**src/rtl/slave_mem_loader_if.sv**
```systemverilog
// Slave RAM port of the HLS-generated design under test.
// The loader drives requests as master; the DUT memory answers as slave.
interface slave_mem_loader_if #(
    parameter int ADDR_W = 18
);
    logic              S_oe_ram;
    logic              S_we_ram;
    logic [ADDR_W-1:0] S_addr_ram;
    logic [31:0]       S_Wdata_ram;
    logic [6:0]        S_data_ram_size;
    logic [31:0]       Sout_Rdata_ram;
    logic              Sout_DataRdy;

    modport master (
        output S_oe_ram, S_we_ram, S_addr_ram, S_Wdata_ram, S_data_ram_size,
        input  Sout_Rdata_ram, Sout_DataRdy
    );

    modport slave (
        input  S_oe_ram, S_we_ram, S_addr_ram, S_Wdata_ram, S_data_ram_size,
        output Sout_Rdata_ram, Sout_DataRdy
    );
endinterface

```
**src/rtl/slave_mem_loader.sv**
```systemverilog
// Preloads DUT memory from a byte stream, starts the DUT, times it to done,
// then streams the memory image back out word by word.
module slave_mem_loader #(
    parameter int NUM_WORDS = 32,
    parameter int ADDR_W    = 18,
    parameter int BASE_ADDR = 0,
    parameter int TIMEOUT   = 200000000,
    localparam int IDX_W    = (NUM_WORDS > 1) ? $clog2(NUM_WORDS) : 1
) (
    input  logic                  clock,
    input  logic                  reset,
    input  logic                  go,
    input  logic                  byte_valid,
    input  logic [7:0]            byte_data,
    output logic                  byte_ready,
    slave_mem_loader_if.master    ram,
    output logic                  start_port,
    input  logic                  done_port,
    output logic                  rd_valid,
    output logic [31:0]           rd_data,
    output logic [IDX_W-1:0]      rd_index,
    input  logic                  rd_ready,
    output logic [31:0]           cycles,
    output logic                  timeout,
    output logic                  finished
);
    typedef enum logic [2:0] {
        IDLE, LOAD, WRITE, START, WAIT, RD_REQ, RD_OUT, FIN
    } state_t;

    localparam logic [IDX_W-1:0]  LAST = IDX_W'(NUM_WORDS - 1);
    localparam logic [ADDR_W-1:0] BASE = ADDR_W'(BASE_ADDR);
    localparam logic [31:0]       TMO  = 32'(TIMEOUT);

    state_t            state, nxt;
    logic [31:0]       word;
    logic [1:0]        bcnt;
    logic [IDX_W-1:0]  idx;
    logic [31:0]       cyc;
    logic              tmo;
    logic [31:0]       rdata;
    logic              oe, we;

    always_ff @(posedge clock) begin
        if (reset) state <= IDLE;
        else       state <= nxt;
    end

    always_comb begin
        nxt        = state;
        byte_ready = 1'b0;
        oe         = 1'b0;
        we         = 1'b0;
        start_port = 1'b0;
        rd_valid   = 1'b0;
        finished   = 1'b0;
        case (state)
            IDLE:   if (go) nxt = LOAD;
            LOAD: begin
                byte_ready = 1'b1;
                if (byte_valid && bcnt == 2'd3) nxt = WRITE;
            end
            WRITE: begin
                we = 1'b1;
                if (ram.Sout_DataRdy) nxt = (idx == LAST) ? START : LOAD;
            end
            START: begin
                start_port = 1'b1;
                nxt        = WAIT;
            end
            // done wins over a timeout landing on the same cycle
            WAIT: begin
                if (done_port)       nxt = RD_REQ;
                else if (cyc == TMO) nxt = FIN;
            end
            RD_REQ: begin
                oe = 1'b1;
                if (ram.Sout_DataRdy) nxt = RD_OUT;
            end
            RD_OUT: begin
                rd_valid = 1'b1;
                if (rd_ready) nxt = (idx == LAST) ? FIN : RD_REQ;
            end
            FIN: begin
                finished = 1'b1;
                nxt      = IDLE;
            end
            default: nxt = IDLE;
        endcase
    end

    always_ff @(posedge clock) begin
        if (reset) begin
            word  <= '0;
            bcnt  <= '0;
            idx   <= '0;
            cyc   <= '0;
            tmo   <= 1'b0;
            rdata <= '0;
        end else begin
            case (state)
                IDLE: if (go) begin
                    idx  <= '0;
                    bcnt <= '0;
                    cyc  <= '0;
                    tmo  <= 1'b0;
                end
                // little-endian assembly; bcnt wraps back to 0 after the 4th byte
                LOAD: if (byte_valid) begin
                    word[{bcnt, 3'b000} +: 8] <= byte_data;
                    bcnt <= bcnt + 2'd1;
                end
                WRITE:  if (ram.Sout_DataRdy && idx != LAST) idx <= idx + 1'b1;
                START:  cyc <= 32'd1;
                WAIT: begin
                    if (done_port)       idx <= '0;
                    else if (cyc == TMO) tmo <= 1'b1;
                    else if (cyc != '1)  cyc <= cyc + 32'd1;
                end
                RD_REQ: if (ram.Sout_DataRdy) rdata <= ram.Sout_Rdata_ram;
                RD_OUT: if (rd_ready && idx != LAST) idx <= idx + 1'b1;
                default: ;
            endcase
        end
    end

    // bus fields are zeroed whenever no request is active
    assign ram.S_oe_ram        = oe;
    assign ram.S_we_ram        = we;
    assign ram.S_addr_ram      = (oe || we) ? BASE + ADDR_W'({idx, 2'b00}) : '0;
    assign ram.S_Wdata_ram     = we ? word : '0;
    assign ram.S_data_ram_size = (oe || we) ? 7'd32 : 7'd0;

    assign rd_data  = rdata;
    assign rd_index = idx;
    assign cycles   = cyc;
    assign timeout  = tmo;
endmodule
```
**src/flat_wrapper.sv**
```systemverilog
// flat-port wrapper written by rule: the top's interface ports become plain ports
module slave_mem_loader_flat 
#(
    parameter int NUM_WORDS = 32,
    parameter int ADDR_W    = 18,
    parameter int BASE_ADDR = 0,
    parameter int TIMEOUT   = 200000000,
    localparam int IDX_W    = (NUM_WORDS > 1) ? $clog2(NUM_WORDS) : 1
)
  (clock, reset, go, byte_valid, byte_data, byte_ready, start_port, done_port, rd_valid, rd_data, rd_index, rd_ready, cycles, timeout, finished, ram_S_oe_ram, ram_S_we_ram, ram_S_addr_ram, ram_S_Wdata_ram, ram_S_data_ram_size, ram_Sout_Rdata_ram, ram_Sout_DataRdy);
  slave_mem_loader_if #(.ADDR_W(ADDR_W)) ram_i ();
  input  logic clock;
  input  logic reset;
  input  logic go;
  input  logic byte_valid;
  input  logic [7:0] byte_data;
  output logic byte_ready;
  output logic start_port;
  input  logic done_port;
  output logic rd_valid;
  output logic [31:0] rd_data;
  output logic [IDX_W-1:0] rd_index;
  input  logic rd_ready;
  output logic [31:0] cycles;
  output logic timeout;
  output logic finished;
  output wire logic [$bits(ram_i.S_oe_ram)-1:0] ram_S_oe_ram;
  output wire logic [$bits(ram_i.S_we_ram)-1:0] ram_S_we_ram;
  output wire logic [$bits(ram_i.S_addr_ram)-1:0] ram_S_addr_ram;
  output wire logic [$bits(ram_i.S_Wdata_ram)-1:0] ram_S_Wdata_ram;
  output wire logic [$bits(ram_i.S_data_ram_size)-1:0] ram_S_data_ram_size;
  input wire logic [$bits(ram_i.Sout_Rdata_ram)-1:0] ram_Sout_Rdata_ram;
  input wire logic [$bits(ram_i.Sout_DataRdy)-1:0] ram_Sout_DataRdy;
  assign ram_S_oe_ram = ram_i.S_oe_ram;
  assign ram_S_we_ram = ram_i.S_we_ram;
  assign ram_S_addr_ram = ram_i.S_addr_ram;
  assign ram_S_Wdata_ram = ram_i.S_Wdata_ram;
  assign ram_S_data_ram_size = ram_i.S_data_ram_size;
  assign ram_i.Sout_Rdata_ram = ram_Sout_Rdata_ram;
  assign ram_i.Sout_DataRdy = ram_Sout_DataRdy;
  slave_mem_loader #(.NUM_WORDS(NUM_WORDS), .ADDR_W(ADDR_W), .BASE_ADDR(BASE_ADDR), .TIMEOUT(TIMEOUT)) u_core (.clock(clock), .reset(reset), .go(go), .byte_valid(byte_valid), .byte_data(byte_data), .byte_ready(byte_ready), .ram(ram_i), .start_port(start_port), .done_port(done_port), .rd_valid(rd_valid), .rd_data(rd_data), .rd_index(rd_index), .rd_ready(rd_ready), .cycles(cycles), .timeout(timeout), .finished(finished));
endmodule
```
**config.mk**
```make
export PLATFORM = sky130hd
export DESIGN_NAME = slave_mem_loader_flat
export DESIGN_NICKNAME = d
export VERILOG_FILES = /design/src/rtl/slave_mem_loader_if.sv /design/src/rtl/slave_mem_loader.sv /design/src/flat_wrapper.sv
export SDC_FILE = /design/constraint.sdc
export NUM_CORES = 1
export LEC_CHECK = 0
export CORE_AREA = 2 2 105 107
export CTS_BUF_LIST = sky130_fd_sc_hd__clkbuf_8
export DETAILED_ROUTE_END_ITERATION = 16
export DIE_AREA = 0 0 107 109
export GPL_TIMING_DRIVEN = 0
export PLACE_DENSITY = 0.89
export SLEW_MARGIN = 5
export SYNTH_ARGS = -nofsm -noshare
export SYNTH_HDL_FRONTEND = slang
export SYNTH_SLANG_ARGS = --single-unit
```
**constraint.sdc**
```tcl
create_clock -name clock -period 3.5 [get_ports clock]
set_input_delay 0.525 -clock clock [delete_from_list [all_inputs] [get_ports clock]]
set_output_delay 0.525 -clock clock [all_outputs]
set_load 0.02 [all_outputs]
```
# After elaboration in Yosys (flattened, before gate mapping)
# Cells that the tools add are included.
[word_totals]
ff_bits = 107
wordCells = 92
output_inout_bits = 133
input_bits = 47
[classes]
addsub = 4
n_shift = 2
reduce_logical = 16
muxes = 37
n_eq_ne = 26
[ops]
columns = ["operator", "count"]
rows = [
  ["2-to-1 mux 32 bit", 5],
  ["one-hot mux 32 bit (3 select lines)", 1],
  ["adder 32 x 1 -> 32 bit (second input constant)", 1],
  ["bitwise mux 32 bit", 1],
  ["equality test 32 x 28 -> 1 bit (second input constant)", 1],
  ["!= test 32 bit (second input constant)", 1],
  ["variable shift 8 x 7 -> 32 bit (first input constant)", 1],
  ["indexed part select 8 x 7 -> 32 bit", 1],
  ["one-hot mux 3 bit (8 select lines)", 1],
  ["2-to-1 mux 3 bit", 7],
  ["2-to-1 mux 5 bit", 4],
  ["one-hot mux 5 bit (4 select lines)", 1],
  ["!= test 2 bit (second input constant)", 8],
  ["equality test 3 bit (second input constant)", 4],
  ["!= test 2 x 1 -> 1 bit (second input constant)", 5],
  ["AND reduction 5 bit", 2],
  ["2-to-1 mux 1 bit", 9],
  ["2-to-1 mux 2 bit", 4],
  ["2-to-1 mux 7 bit", 1],
  ["negation 5 -> 7 bit", 1],
  ["equality test 3 x 2 -> 1 bit (second input constant)", 2],
  ["2-to-1 mux 6 bit", 1],
  ["AND reduction 6 bit", 1],
  ["adder 5 x 1 -> 5 bit (second input constant)", 1],
  ["17 further kinds", 21],
]

# Logic depth before layout (Yosys ltp)
# Gate-level depths: netlist of the first run.
[logic_depth]
depth_word = 5
ltp_mapped = 11
depth_no_buf = 8

# Least setup slack after synthesis of the first run
# OpenSTA, ideal clock, no wires.
[synth_timing]
path_kind = "reg-to-reg"
startpoint = "reg u_core.cyc[19] (netlist: u_core.cycles[19])"
endpoint = "reg u_core.cyc[29] (netlist: u_core.cycles[29])"
required_time_ps = 3366
synth_period_minus_slack_ps = 2312
path_slack_ps = 1188
stages_incl_launch_ff = 11
n_path_buf = 4
setup_time_ps = 134
arrival_ps = 2178
cell_sequence = "dfxtp_1 -> buf_2 -> nor4bb_1 -> nand4_1 -> or4_1 -> buf_2 -> and3_1 -> buf_2 -> buf_6 -> a21oi_1 -> a21oi_1"
[synth_via]
elab_chain_len = 5
word_cells_on_any_way = 10
cone_classes = "add/sub (1); eq/ne (4); mux (4); reduce/logical (1)"
[synth_lines]
columns = ["element", "line", "source"]
rows = [
  ["start, declared", "slave_mem_loader.sv:39", "logic [31:0] cyc;"],
  ["start signal, assigned", "slave_mem_loader.sv:118", "else if (cyc != '1) cyc <= cyc + 32'd1;"],
  ["adder 32 x 1 -> 32 bit", "slave_mem_loader.sv:118", ""],
  ["2-to-1 mux 32 bit", "slave_mem_loader.sv:118", ""],
  ["2-to-1 mux 32 bit", "slave_mem_loader.sv:117", "else if (cyc == TMO) tmo <= 1'b1;"],
  ["2-to-1 mux 32 bit", "slave_mem_loader.sv:116", "if (done_port) idx <= '0;"],
  ["one-hot mux 32 bit (3 select lines)", "slave_mem_loader.sv:101", "case (state)"],
]
# Several ways; a longest one is shown, not always the timed one. The select of a mux whose other input is x is not followed.
# A chain may end at the register's enable or synchronous reset.

# Worst setup path in the final report of the first run
[layout_timing]
startpoint = "reg u_core.state[1]"
endpoint = "out ram_S_addr_ram[6]"
[layout_via]
elab_chain_len = 4
word_cells_on_any_way = 6
cone_classes = "eq/ne (2); mux (3); reduce/logical (1)"
[layout_lines]
columns = ["element", "line", "source"]
rows = [
  ["start, declared", "slave_mem_loader.sv:35", "state_t state, nxt;"],
  ["start signal, assigned", "slave_mem_loader.sv:46", "else state <= nxt;"],
  ["equality test 3 bit or equality test 3 x 2 -> 1 bit (tied branches)", "slave_mem_loader.sv:57", "case (state)"],
  ["2-to-1 mux 1 bit", "slave_mem_loader.sv:57", ""],
  ["logical OR 1 bit (*)", "slave_mem_loader.sv:130", "assign ram.S_addr_ram = (oe || we) ? BASE + ADDR_W'({idx, 2'b00}) : '0;"],
  ["2-to-1 mux 7 bit (*)", "slave_mem_loader.sv:130", ""],
  ["end, declared", "flat_wrapper.sv:29", "output wire logic [$bits(ram_i.S_addr_ram)-1:0] ram_S_addr_ram;"],
]
# Every way passes the cells marked *; elsewhere a longest branch is shown, timed or not.

==> reports/qor.csv, run 1 <==
stage,metric,value,unit
power,pwr/cell area,383,nW/um2
critical_path,CP Class,register to primary output,
timing,Tcrit/Tclk final,92.4,%
critical_path,Crit-path slowest cell,clkdlybuf4s50_1,
layout,most frequent cells in the layout,"160 x clkdlybuf4s50_1, 132 x nand2_1, 107 x dfxtp_1, 84 x a21oi_1, 49 x nand3_1",
die,IO Pins,180,
critical_path,CP cell instances,buf_2 -> nor3b_2 -> or2_0 -> clkbuf_1 -> and2_1 -> clkdlybuf4s50_1,
clock_network,CTS max path bufs,2,
layout,Final Net Count,934,
timing,setup TNS,0,ns
timing,post-layout min period,3.24,ns
synthesis,Synth async-reset ratio,0,%
route,drt wl/cell,15.1,um
synthesis,Synth Warn #,0,
synthesis,Synth cell types,57,
layout,Synth-to-Final Area Change,38.3,%
synthesis,Seq cells post-synth,107,
power,Static Leak,2.58,nW
clock_network,CTS Root Cell,clkbuf_8,
worst_hold_path,Worst Hold Class,register to register,
clock_network,Hold Buf Count CTS,0,
synthesis,ys flop type,dfxtp_1,
clock_network,htree depth,3,
die,die area,11700,um2
critical_path,worst-path fanout max,10,
timing,"Hold Vio Cnt, Final",0,
synthesis,sequential area share after synthesis,40.4,%
placement,DP HPWL,11500,um
critical_path,"CP delay by family, top",buffers and inverters,
timing,Slew HR,45.0,%
die,Die Wd,107,um
timing,RSZ-0062 raised after global routing,no,
route,vias,5632,
die,Row Count,38,
global_route,grt ovf,0,
route,Post-Route WL,15500,um
synthesis,synthesized cell area,5300,um2
synthesis,post-synth top area share,40.4,%
global_route,first-pass GRT wire length,24300,um
route,Routed Antenna Nets,0,
critical_path,WP data arrival,2.71,ns
die,Placeable Area,10600,um2
clock_network,"Clk pin slew, worst setup/hold paths",0.11,ns
timing,final-report setup violation count,0,
timing,Worst-Margin Slew,0.823,ns
placement,Placed Area,7140,um2
critical_path,Required @ worst endpoint,2.97,ns
clock_network,CTS tree,done,
critical_path,CP Launch Type,register,
layout,"most common cell after layout, fill and taps aside",clkdlybuf4s50_1,
synthesis,number of synthesized flops with an enable pin,0,
placement,port bufs,160,
critical_path,Reg2Reg Setup Slack,0.97,ns
route,DR vias/cell,5.51,
timing,worst-case hold slack,0.453,ns
synthesis,Syn Inst Count,689,
critical_path,worst path bufs/invs,3,
route,1st-iter DRT viols,367,
critical_path,crit end category,primary output,
route,DR DRC count,0,
critical_path,Crit path largest cell delay,0.61,ns
layout,cell area after layout,7330,um2
clock_network,TritonCTS buffer count,9,
run,max cap viols,0,
global_route,antenna violations before repair,0,
die,DIE HEIGHT,109,um
synthesis,Mean Syn Cell Area,7.69,um2
synthesis,Synth area leaders,"dfxtp_1 40%, nand2_1 9.4%, a21oi_1 7.9%",
layout,share of layout cells above drive strength 1,6.68,%
global_route,vias in the first global route,5128,
timing,Max Slew Vio Count,0,
clock_network,CTS sink count,107,
timing,clock skew,0.0249,ns
global_route,gr usage total,26.0,%
global_route,largest net degree at the start of global routing,20,
placement,Post-Place Cells,1007,
clock_network,clk_lat worst skew,0.38,ns
die,Initial Util,50.0,%
timing,fmax,309,MHz
placement,GPL Wtd Cong,0.944,
route,Initial DRT Pass Iterations,5,
clock_network,Post-CTS Setup Bufs,0,
layout,n_diodes,0,
layout,Final Non-Filler Cells,1023,
power,Max IR drop VDD,230,uV
outcome,status,completed,
synthesis,"area leader, netlist",dfxtp_1,
-- worst min-delay path, stage by stage (launching register included) --
cell     delay, ns
dfxtp_1       0.32
nand2_1       0.05
a21oi_1       0.05
-- path summary, 6_finish.rpt --
kind	start	endpoint	cells after the start
worst min register to register	u_core.word[12]$_SDFFE_PP0P_	u_core.word[12]$_SDFFE_PP0P_	2
worst max-delay path	u_core.state[1]$_SDFFE_PP0P_	ram_S_addr_ram[6]	6
worst min-delay path	u_core.word[12]$_SDFFE_PP0P_	u_core.word[12]$_SDFFE_PP0P_	2
worst max register to register	u_core.cycles[1]$_SDFFE_PP0P_	u_core.cycles[27]$_SDFFE_PP0P_	10
-- report_power, final --
part | switching [mW] | internal (mW) | leakage, nW
combinational | 0.471 | 0.301 | 1.62
sequential | 0.0352 | 1.26 | 0.863
clock | 0.473 | 0.273 | 0.0938
total | 0.979 | 1.83 | 2.58
-- synthesized netlist by cell type, types with 2 or more instances --
cell	instances
nand2_1	132
nor3_1	7
and2_1	44
nor4_1	4
a21oi_1	84
a211oi_1	5
nor4bb_1	2
or2_0	2
buf_2	6
a41oi_1	3
mux2i_1	2
inv_1	11
buf_4	20
dfxtp_1	107
o21ai_1	8
buf_6	2
nand4_1	15
or3b_4	2
nor3b_1	5
o21ai_0	34
and3_1	14
o31ai_1	7
a21o_1	3
nand3b_1	5
and4_1	5
nand3_1	49
clkbuf_1	30
or4_1	3
ha_1	9
nor2_1	36
a31oi_1	7
-- what timing repair did --
action	in CTS	in global routing
endpoints found under the hold margin	0	0
gates resized for setup	1	0
endpoints found under the setup margin	5	0
-- final cells by class --
type	instances	area (um2)
Timing Repair Buffer	160	1600
Clock inverter	7	57.6
Clock buffer	9	124
Inverter	12	45.0
Tap cell	140	175
Fill cell	866	3270
Multi-Input combinational cell	529	2870
Sequential cell	107	2140
Buffer	59	319
-- through the flow --
| stage | setup WS, ns | total power [mW] | utilization, % |
|---|---|---|---|
| after floorplan | 1.19 | 1.81 | - |
| after global placement | 0.408 | 2.05 | 67.4 |
| after detailed placement | 0.373 | 2.07 | 67.4 |
| after CTS | 0.260 | 2.80 | 69.1 |
| after global routing | 0.156 | 2.93 | 69.1 |
| final | 0.264 | 2.81 | 69.1 |
-- metal layers --
| layer | track usage (%) | share of wire (%) | up-vias |
|---|---|---|---|
| li1 | - | - | 2748 |
| met1 | 32.8 | 41 | 2562 |
| met2 | 42.5 | 47 | 282 |
| met3 | 6.22 | 9.7 | 40 |
| met4 | 11.5 | 2.5 | 0 |
| met5 | 0 | 0 | - |
-- sequential cells by signal (all words and copies together) (netlist names) --
signal / flops
u_core.bcnt: 2
u_core.cycles: 32
u_core.rd_data: 32
u_core.rd_index: 5
u_core.state: 3
u_core.timeout: 1
u_core.word: 32
-- kinds of logic (layout without fill, tap and decap cells) --
family                   Yosys count  count (layout)  synth area share (%)
AO/OA/AOI/OAI                    163             163                  18.0
XOR/XNOR                           1               1                 0.165
adder cells (fa/ha/maj)            9               9                  2.13
buffers and inverters             71             247                  6.87
flip-flops                       107             107                  40.4
multiplexers                       3               3                 0.590
other                              1              19                0.0708
AND/OR/NAND/NOR                  334             334                  31.7
(Power assumes the default switching activity.)
==> run 2: changes to the inputs <==
- HOLD_SLACK_MARGIN: default -> 0.03
==> results of run 2 <==
No change in the layout: final DEF, timing and power equal those of run 1.
==> run 3: changes to the inputs <==
- CELL_PAD_IN_SITES_DETAIL_PLACEMENT: default -> 0
- CELL_PAD_IN_SITES_GLOBAL_PLACEMENT: default -> 1
- CORE_AREA: 2 2 105 107 -> 2 2 125 127
- DIE_AREA: 0 0 107 109 -> 0 0 127 129
- GPL_TIMING_DRIVEN: 0 -> default
- PLACE_DENSITY: 0.89 -> 0.88
==> run 3 against run 2 <==
Compared with the run above:
- register-to-register slack got worse by 0.17 ns
- first-iteration DRC count decreased by 2.7%
- clock skew decreased by 0.011 ns
- largest cell class unchanged
==> reports/qor.csv, run 3 (synthesized netlist as in run 1, its figures left out) <==
stage,metric,value,unit,change
timing,Slew HR,24.7,%,-20 points
power,sequential power share,48.1,%,+2.1 points
route,drt wl/cell,15.3,um,+1.1%
placement,port bufs,160,,unchanged
route,DR vias/cell,5.15,,-6.5%
critical_path,Required @ worst endpoint,2.97,ns,about the same
clock_network,CTS max path bufs,2,,unchanged
worst_hold_path,WHS Endpoint,u_core.word[20]$_SDFFE_PP0P_,,
timing,post-layout min period,3.08,ns,-0.157 ns
global_route,first-pass GRT wire length,25000,um,+2.9%
power,Static Leak,2.44,nW,-5.4%
power,pwr/cell area,386,nW/um2,+0.85%
critical_path,Crit-path slowest cell,dfxtp_1,,
placement,dpl ws,0.639,ns,+0.266 ns
die,Placeable Area,15000,um2,+41%
global_route,largest net degree at the start of global routing,52,,+160%
die,die area,16400,um2,+40%
route,vias,5252,,-6.7%
placement,GPL Wtd Cong,0.872,,-7.6%
outcome,status,completed,,
worst_hold_path,hold_sp,u_core.word[20]$_SDFFE_PP0P_,,
power,Max IR drop VDD,159,uV,-31%
critical_path,Crit path largest cell delay,0.74,ns,+0.13 ns
power,Overall Power,2.76,mW,-1.9%
clock_network,Hold Buf Count CTS,0,,unchanged
clock_network,post_cts resized,0,,-1
critical_path,crit end category,primary output,,
global_route,gr usage total,18.8,%,-7.2 points
critical_path,worst-path fanout max,20,,+10
placement,DP HPWL,11200,um,-2.9%
layout,"most common cell after layout, fill and taps aside",clkdlybuf4s50_1,,
timing,setup TNS,0,ns,unchanged
critical_path,CP Launch Type,register,,
die,DIE HEIGHT,129,um,+18%
worst_hold_path,Worst Hold Class,register to register,,
global_route,vias in the first global route,4822,,-6.0%
die,Die Wd,127,um,+19%
die,Initial Util,35.4,%,-15 points
die,IO Pins,180,,unchanged
timing,Max Slew Vio Count,0,,unchanged
route,Routed Antenna Nets,0,,unchanged
power,Clk pwr share,27.8,%,+1.3 points
critical_path,FF-to-FF path depth,7,,-3
timing,"Hold Vio Cnt, Final",0,,unchanged
global_route,antenna violations before repair,0,,unchanged
critical_path,worst reg2reg endpoint,u_core.cycles[10]$_SDFFE_PP0P_,,
placement,Post-Place Cells,1004,,-0.30%
worst_hold_path,worst hold path depth,2,,unchanged
global_route,grt ovf,0,,unchanged
route,DR DRC count,0,,unchanged
route,Post-Route WL,15600,um,+0.78%
timing,worst-case hold slack,0.455,ns,+0.00245 ns
timing,Worst-Margin Slew,1.13,ns,+0.304 ns
critical_path,worst path bufs/invs,1,,-2
timing,Tcrit/Tclk final,88.0,%,-4.5 points
clock_network,htree depth,3,,unchanged
clock_network,"Clk pin slew, worst setup/hold paths",0.11,ns,about the same
clock_network,CTS Root Cell,clkbuf_8,,
power,sw power,0.960,mW,-1.9%
layout,Util after Layout,47.6,%,-22 points
timing,clock skew,0.0143,ns,-0.0105 ns
clock_network,TritonCTS buffer count,9,,unchanged
route,Initial DRT Pass Iterations,4,,-1
placement,Placed Area,6940,um2,-2.8%
layout,share of layout cells above drive strength 1,4.81,%,-1.9 points
timing,fmax,325,MHz,+5.1%
layout,most frequent cells in the layout,"159 x clkdlybuf4s50_1, 132 x nand2_1, 107 x dfxtp_1, 84 x a21oi_1, 49 x nand3_1",,
timing,fin worst setup slack,0.421,ns,+0.157 ns
critical_path,"CP delay by family, top",simple AND/OR/NAND/NOR gates,,
power,P_int,1.80,mW,-1.8%
critical_path,CP cell instances,nor3b_2 -> or2_0 -> and2_1 -> clkdlybuf4s50_1,,
layout,cell area after layout,7130,um2,-2.7%
critical_path,Reg-to-Reg Start,u_core.state[2]$_SDFFE_PP0P_,,
clock_network,Post-CTS Setup Bufs,0,,unchanged
clock_network,clk_lat worst skew,0.40,ns,+0.02 ns
layout,Synth-to-Final Area Change,34.6,%,
layout,n_diodes,0,,unchanged
layout,Final Net Count,883,,-5.5%
power,switching part of the total,34.8,%,about the same
timing,RSZ-0062 raised after global routing,no,,
timing,final-report setup violation count,0,,unchanged
layout,Final Non-Filler Cells,1020,,-0.29%
route,1st-iter DRT viols,357,,-2.7%
die,Row Count,45,,+18%
clock_network,CTS sink count,107,,unchanged
critical_path,Reg2Reg Setup Slack,0.80,ns,-0.17 ns
clock_network,CTS tree,done,,
power,combinational share of power,24.1,%,-3.4 points
critical_path,CP Class,register to primary output,,
critical_path,WP data arrival,2.55,ns,-0.16 ns
run,max cap viols,0,,unchanged
## run 3: changes by cell type in the layout (fill, tap and decap cells not counted), sizes merged
cell / previous run / this run
clkinvlp: 1 / 0
inv: 16 / 17
clkbuf: 39 / 9
buf: 29 / 9
clkdlybuf4s50: 160 / 159
## run 3: layout make-up
| class | count | area, um2 |
|---|---|---|
| multi-input cells | 529 | 2870 |
| clock buffers | 9 | 124 |
| fillers | 1514 | 7840 |
| well taps | 188 | 235 |
| flip-flops and latches | 107 | 2140 |
| repair buffers | 168 | 1660 |
| clock inverters | 7 | 65.1 |
| inverters | 12 | 45.0 |
## run 3: worst max path at each step
stage	start	to	slack, ns	cells after the start
6_report	u_core.state[1]$_SDFFE_PP0P_	ram_S_addr_ram[6]	0.42	4
5_1_grt	u_core.state[1]$_SDFFE_PP0P_	ram_S_addr_ram[6]	0.19	4
4_1_cts	u_core.state[1]$_SDFFE_PP0P_	ram_S_addr_ram[6]	0.37	4
3_5_place_dp	go	u_core.cycles[10]$_SDFFE_PP0P_	0.64	8
3_3_place_gp	go	u_core.cycles[23]$_SDFFE_PP0P_	0.66	7
2_1_floorplan	u_core.cycles[19]$_SDFFE_PP0P_	u_core.cycles[29]$_SDFFE_PP0P_	1.19	10
## run 3: routing by layer
metal	vias to the layer above	track usage [%]	part of all wire, %
li1	2638	-	-
met1	2432	25.5	46
met2	157	29.1	46
met3	25	4.20	5.5
met4	0	7.82	2.2
met5	-	0	0
## run 3: worst reg2reg max path: cells and delay by family, from the launching register on
family,cells,cell delay (ns)
AOI/OAI and AO/OA,3,0.85
DFF,1,0.68
buffers and inverters,1,0.23
and+or+nand+nor,3,0.86
## run 3: power groups by stage
stage          logic (mW)  clock network (mW)  registers (mW)
2_1_floorplan       0.486                   0            1.32
3_3_place_gp        0.661                   0            1.35
3_5_place_dp        0.660                   0            1.36
4_1_cts             0.665               0.790            1.33
5_1_grt             0.735               0.844            1.34
6_report            0.664               0.765            1.33
